File: src/rtl/alu_exec_unit.sv
// DLX execute-stage ALU with valid/ready handshake on both sides.
// Single-cycle logic/arithmetic ops; SLL shifts one bit per cycle to stay small.
module alu_exec_unit #(
   parameter int unsigned WIDTH   = 32,
   parameter int unsigned SHAMT_W = 5
) (
   input  logic               clk,
   input  logic               reset,
   input  logic               in_valid,
   output logic               in_ready,
   input  logic [2:0]         alu_ctr,
   input  logic [WIDTH-1:0]   a,
   input  logic [WIDTH-1:0]   b,
   output logic               out_valid,
   input  logic               out_ready,
   output logic [WIDTH-1:0]   result,
   output logic               zero,
   output logic               ovf,
   output logic               busy
);

   localparam logic [2:0] OpAnd  = 3'b000;
   localparam logic [2:0] OpOr   = 3'b001;
   localparam logic [2:0] OpAdd  = 3'b010;
   localparam logic [2:0] OpSlt  = 3'b011;
   localparam logic [2:0] OpXor  = 3'b100;
   localparam logic [2:0] OpSll  = 3'b101;
   localparam logic [2:0] OpSub  = 3'b110;
   localparam logic [2:0] OpSltu = 3'b111;

   typedef enum logic [0:0] {StIdle, StShift} state_e;

   state_e               state_q;
   logic [WIDTH-1:0]     shift_q;
   logic [SHAMT_W-1:0]   cnt_q;
   logic [WIDTH-1:0]     result_q;
   logic                 zero_q;
   logic                 ovf_q;
   logic                 out_valid_q;
   logic                 busy_q;

   logic [WIDTH-1:0]     sum;
   logic [WIDTH-1:0]     diff;
   logic [WIDTH-1:0]     alu_res;
   logic                 alu_ovf;
   logic [SHAMT_W-1:0]   shamt;
   logic [WIDTH-1:0]     shift_next;
   logic                 accept;
   logic                 multi_cycle;

   assign shamt       = b[SHAMT_W-1:0];
   assign sum         = a + b;
   assign diff        = a - b;
   assign shift_next  = shift_q << 1;
   assign in_ready    = (state_q == StIdle) && (!out_valid_q || out_ready);
   assign accept      = in_valid && in_ready;
   assign multi_cycle = (alu_ctr == OpSll) && (shamt != '0);

   always_comb begin
      alu_res = '0;
      alu_ovf = 1'b0;
      unique case (alu_ctr)
         OpAnd:  alu_res = a & b;
         OpOr:   alu_res = a | b;
         OpAdd: begin
            alu_res = sum;
            alu_ovf = (a[WIDTH-1] == b[WIDTH-1]) && (sum[WIDTH-1] != a[WIDTH-1]);
         end
         OpSlt:  alu_res = {{(WIDTH-1){1'b0}}, ($signed(a) < $signed(b))};
         OpXor:  alu_res = a ^ b;
         // Only reached here with a zero shift amount; nonzero shifts go iterative.
         OpSll:  alu_res = a;
         OpSub: begin
            alu_res = diff;
            alu_ovf = (a[WIDTH-1] != b[WIDTH-1]) && (diff[WIDTH-1] != a[WIDTH-1]);
         end
         OpSltu: alu_res = {{(WIDTH-1){1'b0}}, (a < b)};
         default: alu_res = '0;
      endcase
   end

   always_ff @(posedge clk or posedge reset) begin
      if (reset) begin
         state_q     <= StIdle;
         shift_q     <= '0;
         cnt_q       <= '0;
         result_q    <= '0;
         zero_q      <= 1'b0;
         ovf_q       <= 1'b0;
         out_valid_q <= 1'b0;
         busy_q      <= 1'b0;
      end else begin
         unique case (state_q)
            StIdle: begin
               if (accept) begin
                  if (multi_cycle) begin
                     // in_ready guaranteed any pending result drains on this edge.
                     shift_q     <= a;
                     cnt_q       <= shamt;
                     out_valid_q <= 1'b0;
                     busy_q      <= 1'b1;
                     state_q     <= StShift;
                  end else begin
                     result_q    <= alu_res;
                     zero_q      <= (alu_res == '0);
                     ovf_q       <= alu_ovf;
                     out_valid_q <= 1'b1;
                  end
               end else if (out_valid_q && out_ready) begin
                  out_valid_q <= 1'b0;
               end
            end
            StShift: begin
               shift_q <= shift_next;
               cnt_q   <= cnt_q - SHAMT_W'(1);
               if (cnt_q == SHAMT_W'(1)) begin
                  result_q    <= shift_next;
                  zero_q      <= (shift_next == '0);
                  ovf_q       <= 1'b0;
                  out_valid_q <= 1'b1;
                  busy_q      <= 1'b0;
                  state_q     <= StIdle;
               end
            end
            default: state_q <= StIdle;
         endcase
      end
   end

   assign out_valid = out_valid_q;
   assign result    = result_q;
   assign zero      = zero_q;
   assign ovf       = ovf_q;
   assign busy      = busy_q;

endmodule

File: config.mk
export PLATFORM = sky130hd
export DESIGN_NAME = alu_exec_unit
export DESIGN_NICKNAME = d
export VERILOG_FILES = /design/src/rtl/alu_exec_unit.sv
export SDC_FILE = /design/constraint.sdc
export NUM_CORES = 1
export LEC_CHECK = 0
export CORE_AREA = 2 2 150 262
export DETAILED_ROUTE_END_ITERATION = 6
export DIE_AREA = 0 0 152 264
export DONT_BUFFER_PORTS = 1
export PLACE_DENSITY_LB_ADDON = 0.25
export SLEW_MARGIN = 5
export SYNTH_ARGS = -nofsm -noshare
export SYNTH_HDL_FRONTEND = slang
export SYNTH_SLANG_ARGS = --single-unit
File: constraint.sdc
create_clock -name clk -period 4.9 [get_ports clk]
set_clock_uncertainty 0.15 [all_clocks]
set_input_delay 0.49 -clock clk [delete_from_list [all_inputs] [get_ports clk]]
set_output_delay 0.49 -clock clk [all_outputs]
set_load 0.005 [all_outputs]
# Word level (Yosys, flattened, before mapping)
# Index checks and enable logic that the tools add are counted.
[classes] bitwise=4 eq_ne=17 add_sub_neg=3 n_reduce_logical=16 magnitude_cmp=2 n_mux=32
[op_table] operator="$pmux W32 S8" n=1
[op_table] operator="$mux W32" n=3
[op_table] operator="$logic_not A32 Y1" n=2
[op_table] operator="$lt A32 B32 Y1" n=2
[op_table] operator="$pmux W32 S2" n=1
[op_table] operator="$mux W31" n=2
[op_table] operator="$pmux W31 S2" n=1
[op_table] operator="$add A32 B32 Y32" n=1
[op_table] operator="$and A32 B32 Y32" n=1
[op_table] operator="$or A32 B32 Y32" n=1
[op_table] operator="$sub A32 B32 Y32" n=1
[op_table] operator="$xor A32 B32 Y32" n=1
[op_table] operator="$mux W1" n=15
[op_table] operator="$eq A3 B3 Y1 const B" n=4
[op_table] operator="$pmux W1 S2" n=6
[op_table] operator="$mux W5" n=2
[op_table] operator="$pmux W5 S2" n=1
[op_table] operator="$eq A3 B2 Y1 const B" n=2
[op_table] operator="$logic_and A1 B1 Y1" n=6
[op_table] operator="$ne A2 B2 Y1 const B" n=3
[op_table] operator="$reduce_and A3 Y1" n=2
[op_table] operator="$eq A5 B1 Y1 const B" n=1
[op_table] operator="$reduce_bool A5 Y1" n=1
[op_table] operator="$sub A5 B1 Y5 const B" n=1
[op_table] operator="other kinds (10)" n=13
[word_totals] output_inout_bits=37 register_bits=73 wordCells=82 input_bits=71

# Depth between registers and ports, before layout
[depth] depth_word=7 depth_mapped=16 depth_no_buf=16

# Least setup slack after synthesis
# No wires, ideal clock.
[synth_path] path_kind="input -> register" from="input a[0]" to="register zero_q, in the netlist zero" setup_time_ns=0.126 required_time_ns=4.624 slack_ns=1.208 t_arrival_ns=3.416 path_buffers=0 stages=16 cell_sequence="inv_1 ha_1 inv_1 fa_1 nor2b_1 o211ai_1 a21boi_0 o211ai_1 o211ai_2 a2111oi_0 nor3_1 xnor2_1 a221oi_1 a221oi_1 and4_1 a221o_1"
[synth_between] elab_chain_cells=6 word_cells_on_any_way=12 classes_between="add/sub: 2; order compare: 2; mux: 4; bitwise: 3; reduce/logical: 1"
[synth_rtl] item="start, declared" line_no="12" source="input logic [WIDTH-1:0] a,"
[synth_rtl] item="$sub A32 B32 Y32, or another cell as far along" line_no="53" source="assign diff = a - b;"
[synth_rtl] item="$pmux W32 S8 *" line_no="62" source="unique case (alu_ctr)"
[synth_rtl] item="$logic_not A32 Y1 *" line_no="105" source="zero_q <= (alu_res == '0);"
[synth_rtl] item="$mux W1 *" line_no="96" source="if (multi_cycle) begin"
[synth_rtl] item="$mux W1 *" line_no="95" source="if (accept) begin"
[synth_rtl] item="$pmux W1 S2 *" line_no="93" source="unique case (state_q)"
[synth_rtl] item="end signal, assigned" line_no="105"
[synth_rtl] item="end signal, assigned" line_no="118" source="zero_q <= (shift_next == '0);"
[synth_rtl] item="end, declared" line_no="37" source="logic zero_q;"
# Every way passes the cells marked *; elsewhere a longest branch is shown, timed or not. The select of a mux whose other input is x is not followed.
# A chain may end at the register's enable or synchronous reset.

# Worst setup path in the final report
# Same ends and word-level chain as after synthesis.

==> metrics.yaml <==
worstMarginPinSlew_ns: 1.17
port_buffers: 0
nFillCells: 4153
worstSetupEndpointType: "register"
postSynth.topFlopCell: "dfrtp_1"
groute.usage.overall: 0.215
worst_hold_path_type: "input port to register"
ys_top_cells_by_area: "dfrtp_1 (19%), ha_1 (13%), nand2_1 (5.7%)"
gp_congestion: 1.00
register_area_um2: 1830
io_pins: 108
clk_latency_ns: 0.35
worstReg2RegStart: "cnt_q[1]"
drv_slew: 0
finalInstanceArea_um2: 10300
slew_headroom: 0.219
crit_path_start_kind: "input port"
yosys.area.top_type: "dfrtp_1"
drt_wl_total_um: 44300
root_buffer: "clkbuf_16"
pwr_density_cell_nw_per_um2: 330
h-tree-depth: 3
grt_overflow: 0
ant_nets: 0
start_util: 0.247
async_reset_ff_frac: 1.00
ys_types: 93
rows: 95
cts_sinks: 73
wl_per_cell_um: 25.7
cts_tree: "yes"
ctsLongestPathBuffers: 2
cap_violations: 0
cp_slowest_stage_delay_ns: 0.54
setup_viol: 0
ys_seq_elements: 73
synth_edf_count: 0
synth_area_um2: 9410
final_hold_viol_count: 0
min_from: "a[3]"
layout.nets: 1411
fin_crit_sh: 0.905
grt_antenna_before_repair: 0
core_area_um2: 38200
yosys_warnings: 0
die_y_um: 264
grt_pass1_vias: 10100
grt_start_max_net_pins: 49
cp_slowest_cell: "a21oi_1"
ys_seq_area_frac: 0.194
drc: 0
cts_resized: 0
synth_nets: 1438
mostFrequentLayoutCell: "nand2_1"
period_needed_ns: 4.44
synth_top_cell_area_share: 0.194
cp_max_fo: 6
drive_above_1_share: 0.0845
avgSynthCellArea_um2: 7.44
tns_ns: 0
drt-pass1-iter-count: 6
first_iter_violations: 808
holdWs_ns: 0.119
areaGrowthSynthToFinish_pct: 9.61
critPathRequiredTime_ns: 5.03
critPathKind: "input port to register"
worstPathCellList: "inv_1 -> ha_1 -> inv_1 -> fa_1 -> nor2b_1 -> o211ai_1 -> a21boi_0 -> o211ai_1 -> o211ai_2 -> a221oi_1 -> o21ai_0 -> a21oi_1 -> nand4_1 -> nor4_1 -> and4_1 -> a221o_1"
arrival_ns: 4.57
insertedDiodeCount: 0
postCtsSetupBuffers: 0
multi_input_area_um2: 6850
power_leakage_nw: 4.54
die_x_um: 152
mostFrequentLayoutCells: "nand2_1 (143), nor2_1 (110), a21oi_1 (105), ha_1 (101), inv_1 (97)"
placed_area_um2: 9980
max-vdd-ir-drop_v: 0.000197
die_area_um2: 40100
outcome: "finished clean"
syn_inst: 1264
clk_pin_slew_worst_paths_ns: 0.06
drt-vias-per-instance: 5.80
grt_setup_unrepaired: "no"
vias: 10000
dp_hpwl_um: 36400
startpoint: "a[0]"
max_freq_mhz: 225
grt_pass1_wl_um: 65800
cts-buffers-inserted: 9
-- worst max-delay path: cells and delay by family --
| kind | cells | cell delay [ns] |
|---|---|---|
| AO/OA/AOI/OAI | 8 | 2.39 |
| adder cells (fa/ha/maj) | 2 | 0.60 |
| buffers and inverters | 2 | 0.13 |
| AND/OR/NAND/NOR | 4 | 0.93 |
-- state kept, by name, summed over array words and instances (netlist names) --
signal     cells
ovf            1
out_valid      1
result        32
cnt_q          5
state_q        1
zero           1
shift_q       31
busy           1
-- cell usage after synthesis, types with 9 or more instances --
cell type and number:
nand2_1 143, nor2_1 112, a21oi_1 105, ha_1 101
inv_1 98, o21ai_0 78, dfrtp_1 73, clkbuf_1 45
a22oi_1 43, nor3_1 32, mux2i_1 30, nand3_1 29
a31oi_1 24, nor4_1 21, a21o_1 18, xnor2_1 17
buf_2 15, o31ai_1 15, o211ai_1 13, o22ai_1 13
a221o_1 11, buf_1 11, nor2b_1 11, o21a_1 11
o21bai_1 10, a211oi_1 9, nand4_1 9
-- layout make-up --
cell class,instances,share of cell area
multi-input combinational,1009,0.664
sequential,73,0.177
tap,485,0.0588
inverter,101,0.0369
timing repair buffer,43,0.0315
clock buffer,10,0.0222
clock inverter,6,0.00898
-- cell families (layout without fill, tap and decap cells) --
| family | count (synthesis) | in the layout | share of synthesized area |
|---|---|---|---|
| AOI/OAI and AO/OA | 443 | 443 | 0.325 |
| and+or+nand+nor | 408 | 408 | 0.203 |
| buffers and inverters | 182 | 160 | 0.0802 |
| adders and majority gates | 103 | 103 | 0.139 |
| DFF | 73 | 73 | 0.194 |
| muxes | 36 | 36 | 0.0415 |
| xor gates and xnor gates | 19 | 19 | 0.0177 |
-- power breakdown --
group / internal (mW) / switching (mW)
Clock: 0.448 / 0.272
Combinational: 0.550 / 0.977
Sequential: 0.849 / 0.311
Total: 1.85 / 1.56
-- metrics by stage --
stage                     cells  power, mW   util  setup WS [ns]
final                      1727       3.41  0.270          0.464
after global routing       1727       3.65  0.270          0.372
after CTS                  1727       3.42  0.270          0.624
after detailed placement   1710       2.69  0.262          0.277
after global placement     1710       2.70  0.262          0.194
after floorplan            1264       2.11      -           1.21
-- worst paths after layout --
kind,endpoint,slack [ns],depth (start not counted)
worst min-delay path,shift_q[3],0.12,2
worst max register to register,zero,1.48,13
worst min register to register,shift_q[30],0.34,2
max in group asynchronous,shift_q[11],3.12,3
min in group asynchronous,shift_q[29],0.55,2
worst max-delay path,zero,0.46,16
-- repair_timing --
item	4_1_cts	5_1_grt
setup endpoints to repair	0	0
hold endpoints to repair	7	0
hold buffers	1	0
-- routing by layer --
layer | wire, um | track usage | vias to the layer above
li1 | - | - | 4564
met1 | 15300 | 0.220 | 4868
met2 | 22800 | 0.394 | 427
met3 | 2710 | 0.0390 | 162
met4 | 3520 | 0.150 | 0
met5 | 0 | 0 | -
(Power assumes the default switching activity.)
